--- config.mk ---
export PLATFORM = sky130hd
export DESIGN_NAME = countdown_preset_ctrl
export DESIGN_NICKNAME = d
export VERILOG_FILES = /design/src/rtl/countdown_preset_ctrl.sv
export SDC_FILE = /design/constraint.sdc
export NUM_CORES = 1
export LEC_CHECK = 0
export BUFFER_PORTS_ARGS = -buffer_cell sky130_fd_sc_hd__buf_2
export CORE_MARGIN = 1.5
export CORE_UTILIZATION = 53
export DETAILED_ROUTE_END_ITERATION = 10
export PLACE_DENSITY = 0.78
export SETUP_SLACK_MARGIN = 0.2
export SYNTH_ARGS = -nofsm -noshare
export SYNTH_HDL_FRONTEND = slang
export SYNTH_SLANG_ARGS = --single-unit
--- constraint.sdc ---
create_clock -name clk_i -period 1.8 [get_ports clk_i]
set_input_delay 0.18 -clock clk_i [delete_from_list [all_inputs] [get_ports clk_i]]
set_output_delay 0.18 -clock clk_i [all_outputs]
set_load 0.05 [all_outputs]
--- src/rtl/countdown_preset_ctrl.sv ---
// Keypad-driven front end for a cascaded BCD down-counter chain: collects a preset,
// loads the chain, gates the count enable and flags completion when the chain hits zero.
module countdown_preset_ctrl #(
    parameter int unsigned DIGITS = 4
) (
    input  logic                  clk_i,
    input  logic                  clrn_i,
    input  logic                  key_valid_i,
    input  logic [3:0]            key_code_i,
    input  logic                  tick_i,
    input  logic                  chain_zero_i,
    output logic [4*DIGITS-1:0]   cnt_in_o,
    output logic                  loadn_o,
    output logic                  cnt_clrn_o,
    output logic                  cnt_en_o,
    output logic                  running_o,
    output logic                  done_o
);

    typedef enum logic [2:0] {
        StIdle,
        StEntry,
        StLoad,
        StRun,
        StPause,
        StDone
    } state_e;

    localparam logic [3:0] KeyStart = 4'hA;
    localparam logic [3:0] KeyStop  = 4'hB;
    localparam logic [3:0] KeyClear = 4'hC;

    state_e              state_q;
    logic [4*DIGITS-1:0] preset_q;
    logic [4*DIGITS-1:0] preset_shl;
    logic [3:0]          entry_cnt_q;
    logic                loadn_q;
    logic                cnt_clrn_q;
    logic                running_q;
    logic                done_q;

    logic key_digit;
    logic key_start;
    logic key_stop;
    logic key_clear;
    logic do_clear;

    generate
        if (DIGITS == 1) begin : g_shl_one
            assign preset_shl = key_code_i;
        end else begin : g_shl_multi
            assign preset_shl = {preset_q[4*DIGITS-5:0], key_code_i};
        end
    endgenerate

    always_comb begin
        key_digit = key_valid_i && (key_code_i <= 4'd9);
        key_start = key_valid_i && (key_code_i == KeyStart);
        key_stop  = key_valid_i && (key_code_i == KeyStop);
        key_clear = key_valid_i && (key_code_i == KeyClear);
        // Clear is honoured everywhere except LOAD; in RUN a zero chain outranks any key,
        // and in DONE start behaves as clear.
        do_clear = 1'b0;
        unique case (state_q)
            StIdle, StEntry, StPause: do_clear = key_clear;
            StRun:                    do_clear = key_clear && !chain_zero_i;
            StDone:                   do_clear = key_clear || key_start;
            default:                  do_clear = 1'b0;
        endcase
    end

    always_ff @(posedge clk_i or negedge clrn_i) begin
        if (!clrn_i) begin
            state_q     <= StIdle;
            preset_q    <= '0;
            entry_cnt_q <= '0;
            loadn_q     <= 1'b1;
            cnt_clrn_q  <= 1'b1;
            running_q   <= 1'b0;
            done_q      <= 1'b0;
        end else begin
            loadn_q    <= 1'b1;
            cnt_clrn_q <= 1'b1;
            if (do_clear) begin
                state_q     <= StIdle;
                preset_q    <= '0;
                entry_cnt_q <= '0;
                cnt_clrn_q  <= 1'b0;
                running_q   <= 1'b0;
                done_q      <= 1'b0;
            end else begin
                unique case (state_q)
                    StIdle, StEntry: begin
                        if (key_digit) begin
                            if (entry_cnt_q < 4'(DIGITS)) begin
                                preset_q    <= preset_shl;
                                entry_cnt_q <= entry_cnt_q + 4'd1;
                                state_q     <= StEntry;
                            end
                        end else if (key_start && (preset_q != '0)) begin
                            state_q <= StLoad;
                            loadn_q <= 1'b0;
                        end
                    end
                    StLoad: begin
                        state_q   <= StRun;
                        running_q <= 1'b1;
                    end
                    StRun: begin
                        if (chain_zero_i) begin
                            state_q   <= StDone;
                            running_q <= 1'b0;
                            done_q    <= 1'b1;
                        end else if (key_stop) begin
                            state_q   <= StPause;
                            running_q <= 1'b0;
                        end
                    end
                    StPause: begin
                        if (key_start) begin
                            state_q   <= StRun;
                            running_q <= 1'b1;
                        end
                    end
                    StDone: begin
                        done_q <= 1'b1;
                    end
                    default: begin
                        state_q   <= StIdle;
                        running_q <= 1'b0;
                        done_q    <= 1'b0;
                    end
                endcase
            end
        end
    end

    // Gated by the chain flag so the counters never wrap past all-zero.
    assign cnt_en_o   = (state_q == StRun) && tick_i && !chain_zero_i;
    assign cnt_in_o   = preset_q;
    assign loadn_o    = loadn_q;
    assign cnt_clrn_o = cnt_clrn_q;
    assign running_o  = running_q;
    assign done_o     = done_q;

endmodule
* Word-level counts from Yosys, hierarchy flattened
Index checks and enable logic that the tools add are counted.
Widths: inputs -> output; s select.
** Operators by class
- Order comparisons :: 2
- Reduce and logical (&&, ||, !) cells :: 23
- Add/subtract/negate cells :: 1
- Mux-type cells :: 30
- Equal/unequal tests :: 16
** Operator list (count)
- $mux 16 :: 4
- $mux 3 :: 7
- $mux 4 :: 4
- $reduce_bool 16->1 :: 1
- $pmux 3 s5 :: 1
- $eq 4x4->1 const B :: 3
- $ne 4x4->1 const B :: 3
- $mux 1 :: 11
- $logic_and 1x1->1 :: 8
- $eq 3x2->1 const B :: 2
- $eq 3x3->1 const B :: 2
- $ne 3x3->1 const B :: 2
- $pmux 1 s3 :: 2
- $reduce_and 3->1 :: 2
- $reduce_bool 2->1 :: 3
- $reduce_or 3->1 :: 2
- $reduce_and 5->1 :: 1
- $add 4x1->4 const B :: 1
- $le 4x4->1 const B :: 1
- $lt 4x3->1 const B :: 1
- $ne 2x1->1 const B :: 2
- $pmux 1 s4 :: 1
- $reduce_or 4->1 :: 1
- $eq 3x1->1 const B :: 1
- other kinds (6) :: 6
** Word-level totals
- Input bits :: 9
- Word-level logic and storage cells :: 79
- Register bits after elaboration :: 27
- Output and inout bits :: 21

* Logic depth before layout (Yosys ltp)
Gate-level depths: netlist (run 1).
- Word-level depth :: 7
- Gate-level depth with buffers :: 7
- Mapped depth without buffers :: 5

* Worst setup path before layout (run 1)
No wires, ideal clock.
- Path type :: reg2out
- Start point :: reg state_q[1]
- End point :: out cnt_en_o
- Required time :: 1.620 ns
- Buffers on the path :: 0
- Setup slack :: -0.452 ns
- Arrival :: 2.072 ns
- Cell stages (with the launch flop) :: 3
- Cells stage by stage :: dfrtp_1 > inv_1 > nor4_1
** Between the ends
- Cells in the longest elaborated chain, start to end :: 3
** RTL lines
- from (decl) :: RTL line 33 : state_e state_q;
- from (signal assigned) :: RTL line 74 : state_q <= StIdle;
- from (signal assigned) :: RTL line 85 : state_q <= StIdle;
- from (signal assigned) :: RTL line 98 : state_q <= StEntry;
- $eq 3x2->1 :: RTL line 139 : assign cnt_en_o = (state_q == StRun) && tick_i && !chain_zero_i;
- $logic_and 1x1->1 (2 in series) :: RTL line 139
- to (decl) :: RTL line 15 : output logic cnt_en_o,
Every way passes these cells.

* Worst setup path after layout (run 1)
- Start point :: reg state_q[2]
- End point :: reg entry_cnt_q[3]
** Between the ends
- Cells in the longest elaborated chain, start to end :: 5
- Elaborated cells between the ends (all ways) :: 13
- Classes of those cells :: eq/ne: 4; mux: 2; reduce/logical: 7
** RTL lines
- $eq 3x3->1, or another cell as far along :: RTL line 64 : unique case (state_q)
- $reduce_or 3->1 :: RTL line 64
- $pmux 1 s3 :: RTL line 64
- $reduce_bool 2->1 (no source line)
- $reduce_and 3->1 (no source line)
- to (signal assigned) :: RTL line 97 : entry_cnt_q <= entry_cnt_q + 4'd1;
- to (decl) :: RTL line 36 : logic [3:0] entry_cnt_q;
Parallel ways exist; a longest one is shown, timed or not.
A chain may end at the register's enable or synchronous reset.

==> results.sh, run 1 <==
export IMPL_p_comb_share_pct=56.2
export IMPL_p_switching_mw=1.528
export IMPL_cp_arrival_ns=1.81
export IMPL_die_area_mm2=0.002904
export IMPL_numCtsBuffers=3
export IMPL_gp_congestion=0.8830
export IMPL_p_sw_share_pct=49.94
export IMPL_die_y_um=53.89
export IMPL_synth_top_cell_area_share_pct=45.58
export IMPL_dieWidth_um=53.89
export IMPL_core_area_mm2=0.002455
export IMPL_grt_remaining_overflow=0
export IMPL_clockBufferDepth=2
export IMPL_max_cap_violations=0
export IMPL_path_class="reg2reg"
export IMPL_grt_use_total_pct=25.01
export IMPL_via_per_inst=5.851
export IMPL_cp_startpoint="state_q[2]"
export IMPL_cp_buffers_inverters=1
export IMPL_root_buffer="clkbuf_4"
export IMPL_ys_warn_count=0
export IMPL_syn_instance_count=147
export IMPL_via_count=1293
export IMPL_wl_per_cell_um=15.30
export IMPL_critPathMaxStageDelay_ns=0.43
export IMPL_synth_edf_count=0
export IMPL_max_slew_margin_pct=60.32
export IMPL_critPathMaxFanout=6
export IMPL_netlist_cell_type_count=38
export IMPL_start_util_pct=55.91
export IMPL_htree_num_levels=1
export IMPL_finalHoldViolations=0
export IMPL_worst_path_max_delay_cell="dfrtp_1"
export IMPL_grt_max_degree=28
export IMPL_antenna_found_initial=0
export IMPL_worstPathCellList="or3b_1 -> a211o_1 -> o21ai_4 -> inv_2 -> and2_4"
export IMPL_start_kind="register"
export IMPL_cts_sinks=27
export IMPL_finalCritPeriodShare_pct=88.50
export IMPL_p_leak_nw=0.7870
export IMPL_grt_pass1_wl_um=5119
export IMPL_drt_iter0_markers=52
export IMPL_cts_tree="built"
export IMPL_clk_pin_slew_ns=0.14
export IMPL_portBuffers=29
export IMPL_yosysTopAreaCell="dfrtp_1"
export IMPL_slew_viol_final=0
export IMPL_fin_setup_tns_ns=0
export IMPL_max_slew_worst_pin_slew_ns=0.5951
export IMPL_clock_skew_ns=0.01106
export IMPL_layout_nets=202
export IMPL_r2r_start="state_q[2]"
export IMPL_rsz0062_at_grt="yes"
export IMPL_crit_family="simple AND/OR/NAND/NOR gates"
export IMPL_routed_wl_um=3381
export IMPL_hold_slack_ns=0.1016
export IMPL_worstSetupEndpointType="register"
export IMPL_async_reset_ff_share_pct=100.0
export IMPL_power_share_clock_pct=8.4
export IMPL_grt_pass1_vias=1139
export IMPL_status="finished, final reports clean"
export IMPL_min_delay_start="key_code_i[2]"
export IMPL_syn_area_mm2=0.001373
export IMPL_synth_avg_cell_area_um2=9.337
export IMPL_required_ns=2.02
export IMPL_setup_viol=0
export IMPL_synth_fp_nets=157
export IMPL_final_cell_mix="35 x nand2_1, 28 x buf_2, 24 x a21oi_1"
export IMPL_powerDensity_mw_per_mm2=1704
export IMPL_syn_to_final_growth_pct=30.81
export IMPL_antenna_left=0
export IMPL_post_route_min_period_ns=1.593
export IMPL_layout_commonest_cell="nand2_1"
export IMPL_num_antenna_cells=0
export IMPL_yosys_most_used_dff="dfrtp_1"
export IMPL_power_frac_seq_pct=35.5
export IMPL_rows=18
export IMPL_hold_path_class="in2reg"
export IMPL_drc=0
export IMPL_synth_seq_cells=27
export IMPL_synth_area_top_cells="dfrtp_1 46%, nand2_1 9.6%, a21oi_1 8.8%"
export IMPL_intPower_mw=1.532
export IMPL_fmax_mhz=627.8
export IMPL_clkLatencyLatePin_ns=0.32
export IMPL_dp_hpwl_um=2326
export IMPL_peakVddDrop_uv=1068
export IMPL_drt_pass1_iter_count=5
export IMPL_ioPinCount=30
export IMPL_seq_area_frac_synth_pct=49.41
export IMPL_drive_gt1_share_pct=43.46
[path summary, 6_finish.rpt]
check / to / slack, ns / cells past startpoint
setup / recovery: entry_cnt_q[3] / 0.21 / 5
hold / removal: cnt_in_o[2] / 0.10 / 3
setup reg to reg: entry_cnt_q[3] / 0.21 / 5
hold reg to reg: entry_cnt_q[1] / 0.54 / 2
max in group asynchronous: cnt_in_o[11] / 0.99 / 2
min in group asynchronous: cnt_in_o[5] / 0.37 / 2
[cell usage after synthesis (2+ instances only)]
cell,count
a21oi_1,24
buf_6,3
dfrtp_1,25
dfstp_2,2
inv_1,4
mux2i_1,2
nand2_1,35
nand2b_1,2
nand3_1,4
nand4_1,2
nor2_1,12
nor4_1,5
o21ai_0,2
[repair_timing]
| action | 4_1_cts | 5_1_grt |
|---|---|---|
| setup endpoints to repair | 22 | 26 |
| hold endpoints to repair | 25 | 0 |
| pin swaps | 2 | 9 |
| resized for setup | 7 | 13 |
| hold buffers | 1 | 0 |
| cloned | 0 | 0 |
| buffers inserted | 5 | 5 |
[area by class of cell]
class                           count  area [um^2]
Tap cell                           30        37.54
Multi-Input combinational cell    110        719.4
Fill cell                         180        659.4
Timing Repair Buffer               45        294.0
Sequential cell                    27        695.7
Inverter                            5        22.52
Clock buffer                        4        26.28
[logic make-up (layout without fill, tap and decap cells)]
logic type	count (synthesis)	count (layout)	synth area share, %
adder cells (fa/ha/maj)	1	1	0.9114
AO/OA/AOI/OAI	38	38	17.96
buffers and inverters	10	54	4.648
AND/OR/NAND/NOR	68	68	24.98
flip-flops	27	27	49.41
multiplexers	2	2	1.459
XOR/XNOR	1	1	0.6382
[worst register-to-register path, cell delays in order (launching register included)]
cell	delay, ns
dfrtp_1	0.43
or3b_1	0.38
a211o_1	0.30
o21ai_4	0.13
inv_2	0.09
and2_4	0.16
[state kept, by name (all words and copies together), names as in the netlist]
signal	cells
state_q	3
running_o	1
cnt_in_o	16
entry_cnt_q	4
cnt_clrn_o	1
done_o	1
loadn_o	1
[through the flow]
step	setup WS (ns)	power [mW]	util, %	instances	area, um^2
CTS	0.2078	2.904	69.27	216	1700
detailed placement	0.1202	2.557	64.78	206	1590
finish	0.2070	3.060	73.14	221	1795
floorplan	0.2065	2.175	-	147	1403
global placement	0.1521	2.504	64.78	206	1590
global route	0.1337	3.250	73.14	221	1795
[power groups by stage]
stage                     logic, mW  registers, mW  clock network (mW)
after global placement         1.48           1.03                   0
after detailed placement       1.52           1.04                   0
after floorplan               0.630           1.55                   0
after global routing           1.85           1.12               0.287
final                          1.72           1.08               0.257
after CTS                      1.59           1.05               0.263
[metal layers]
layer	up-vias	wire (um)	global-route usage (%)	share of wire (%)
li1	601	-	-	-
met1	627	1355	29.08	40
met2	55	1784	45.12	53
met3	10	183	4.722	5.4
met4	0	58	9.402	1.7
met5	-	0	0	0
No activity file was read; power rests on OpenSTA's default activity.
==> inputs of run 2 (changes only) <==
ABC_AREA = 1   (was default)
CORE_UTILIZATION = 54   (was 53)
==> run 2 against run 1 <==
Effect of this change: non-clock buffer count down 12; power up 16%; core utilization down 8.8 points; worst hold slack better by 0.016 ns; clock power up 5%; sequential power up 9%; routed wire length down 13%; critical endpoint is now cnt_en_o; largest cell class is now sequential cells.
==> results.sh, run 2 <==
export IMPL_drt_iter0_markers=51
export IMPL_p_leak_nw=0.9354
export IMPL_r2r_cells=7
export IMPL_die_area_mm2=0.003145
export IMPL_worstPathCellList="nand2_2 -> nor2_4 -> nand2_1 -> nor2_1 -> buf_6"
export IMPL_final_cell_mix="39 x nand2_1, 33 x inv_1, 28 x buf_2"
export IMPL_via_count=1274
export IMPL_htree_num_levels=1
export IMPL_worstSetupEndpointType="primary output"
export IMPL_rows=19
export IMPL_synth_top_cell_area_share_pct=41.12
export IMPL_synth_seq_cells=27
export IMPL_start_util_pct=56.14
export IMPL_synthTopCellsByCount="39 x nand2_1, 33 x inv_1, 25 x dfrtp_1, 21 x nor2_1"
export IMPL_numCtsBuffers=3
export IMPL_drive_gt1_share_pct=30.45
export IMPL_whs_path_depth=3
export IMPL_fin_util_pct=64.31
export IMPL_stdcell_count=251
export IMPL_powerDensity_mw_per_mm2=2032
export IMPL_clock_skew_ns=0.005012
export IMPL_grt_use_total_pct=19.97
export IMPL_grt_max_degree=28
export IMPL_max_slew_margin_pct=60.28
export IMPL_cp_arrival_ns=1.34
export IMPL_drc=0
export IMPL_layout_commonest_cell="nand2_1"
export IMPL_yosys_most_used_dff="dfrtp_1"
export IMPL_via_per_inst=5.076
export IMPL_fillers=243
export IMPL_fin_setup_tns_ns=0
export IMPL_max_cap_violations=0
export IMPL_critPathMaxStageDelay_ns=0.46
export IMPL_dieWidth_um=56.08
export IMPL_syn_area_mm2=0.001521
export IMPL_total_power_mw=3.542
export IMPL_grt_remaining_overflow=0
export IMPL_finalCritPeriodShare_pct=84.33
export IMPL_synth_avg_cell_area_um2=8.050
export IMPL_path_class="reg2out"
export IMPL_drt_pass1_iter_count=4
export IMPL_synth_edf_count=0
export IMPL_post_route_min_period_ns=1.518
export IMPL_clockBufferDepth=2
export IMPL_wl_per_cell_um=11.70
export IMPL_worst_slack_ns=0.2821
export IMPL_antenna_found_initial=0
export IMPL_syn_to_final_growth_pct=14.56
export IMPL_worst_path_max_delay_cell="dfrtp_2"
export IMPL_synthMostInstantiatedCell="nand2_1"
export IMPL_dpl_cell_area_mm2=0.001653
export IMPL_netlist_cell_type_count=28
export IMPL_synth_fp_nets=199
export IMPL_critPathMaxFanout=6
export IMPL_async_reset_ff_share_pct=100.0
export IMPL_fmax_mhz=658.8
export IMPL_peakVddDrop_uv=1561
export IMPL_finalHoldViolations=0
export IMPL_num_antenna_cells=0
export IMPL_rsz0062_at_grt="yes"
export IMPL_gp_congestion=0.8582
export IMPL_hold_path_class="in2reg"
export IMPL_ioPinCount=30
export IMPL_cts_tree="built"
export IMPL_design_area_mm2=0.001743
export IMPL_clk_pin_slew_ns=0.15
export IMPL_layout_nets=231
export IMPL_setup_viol=0
export IMPL_hold_slack_ns=0.1176
export IMPL_clkLatencyLatePin_ns=0.32
export IMPL_seq_area_frac_synth_pct=44.57
export IMPL_start_kind="register"
export IMPL_r2r_setup_slack_ns=0.31
export IMPL_place_inst=244
export IMPL_die_y_um=56.08
export IMPL_grt_pass1_vias=1117
export IMPL_synth_area_top_cells="dfrtp_1 41%, nand2_1 9.6%, inv_1 8.1%"
export IMPL_cts_sinks=27
export IMPL_portBuffers=29
export IMPL_required_ns=1.62
export IMPL_yosysTopAreaCell="dfrtp_1"
export IMPL_root_buffer="clkbuf_4"
export IMPL_largest_reg_flops=16
export IMPL_dp_hpwl_um=2180
export IMPL_grt_pass1_wl_um=4988
export IMPL_syn_instance_count=189
export IMPL_routed_wl_um=2936
export IMPL_antenna_left=0
export IMPL_slew_viol_final=0
export IMPL_core_area_mm2=0.002710
export IMPL_max_slew_worst_pin_slew_ns=0.5959
export IMPL_status="finished, final reports clean"
export IMPL_ys_warn_count=0
export IMPL_pre_cts_ws_ns=0.2179
[run 2: final timing paths]
kind	start	to
worst max-delay path	state_q[1]	cnt_en_o
worst min-delay path	key_code_i[3]	cnt_in_o[3]
worst max register to register	state_q[2]	cnt_in_o[12]
worst min register to register	entry_cnt_q[3]	entry_cnt_q[3]
max in group asynchronous	clrn_i	state_q[0]
min in group asynchronous	clrn_i	done_o
[run 2: area by class of cell]
cell class,count,area (um^2),area share [%]
Sequential cell,27,681.9,39.12
Multi-Input combinational cell,115,654.4,37.54
Timing Repair Buffer,33,183.9,10.55
Inverter,41,153.9,8.830
Tap cell,31,38.79,2.225
Clock buffer,3,22.52,1.292
Clock inverter,1,7.507,0.4307
[run 2: kinds of logic (layout without fill, tap and decap cells)]
family	count (synthesis)	in the layout	share of synthesized area, %
buffers and inverters	47	78	14.06
adder cells (fa/ha/maj)	1	1	0.8222
AO/OA/AOI/OAI	35	35	16.61
flip-flops	27	27	44.57
AND/OR/NAND/NOR	79	79	23.93
[run 2: critical path: cells and delay by family, from the launching register on]
family / cells / cell delay (ns)
flops: 1 / 0.46
simple gates: 4 / 0.38
buf+inv: 1 / 0.17
[run 2: where the power goes]
| part | switching (mW) | internal [mW] | leakage, nW |
|---|---|---|---|
| Clock | 0.186 | 0.0849 | 0.0139 |
| Sequential | 0.285 | 0.899 | 0.315 |
| Combinational | 1.46 | 0.626 | 0.606 |
[run 2: repair_timing]
action,4_1_cts,5_1_grt
pin swaps,0,2
hold buffers,1,0
buffers inserted,0,2
resized for setup,4,6
setup endpoints to repair,2,20
endpoints found under the hold margin,25,0
[run 2: layer usage]
layer | GRT usage [%] | part of all wire (%) | vias to the layer above
li1 | - | - | 656
met1 | 30.09 | 50 | 585
met2 | 30.92 | 45 | 31
met3 | 2.791 | 4.3 | 2
met4 | 4.082 | 0.31 | 0
met5 | 0 | 0 | -
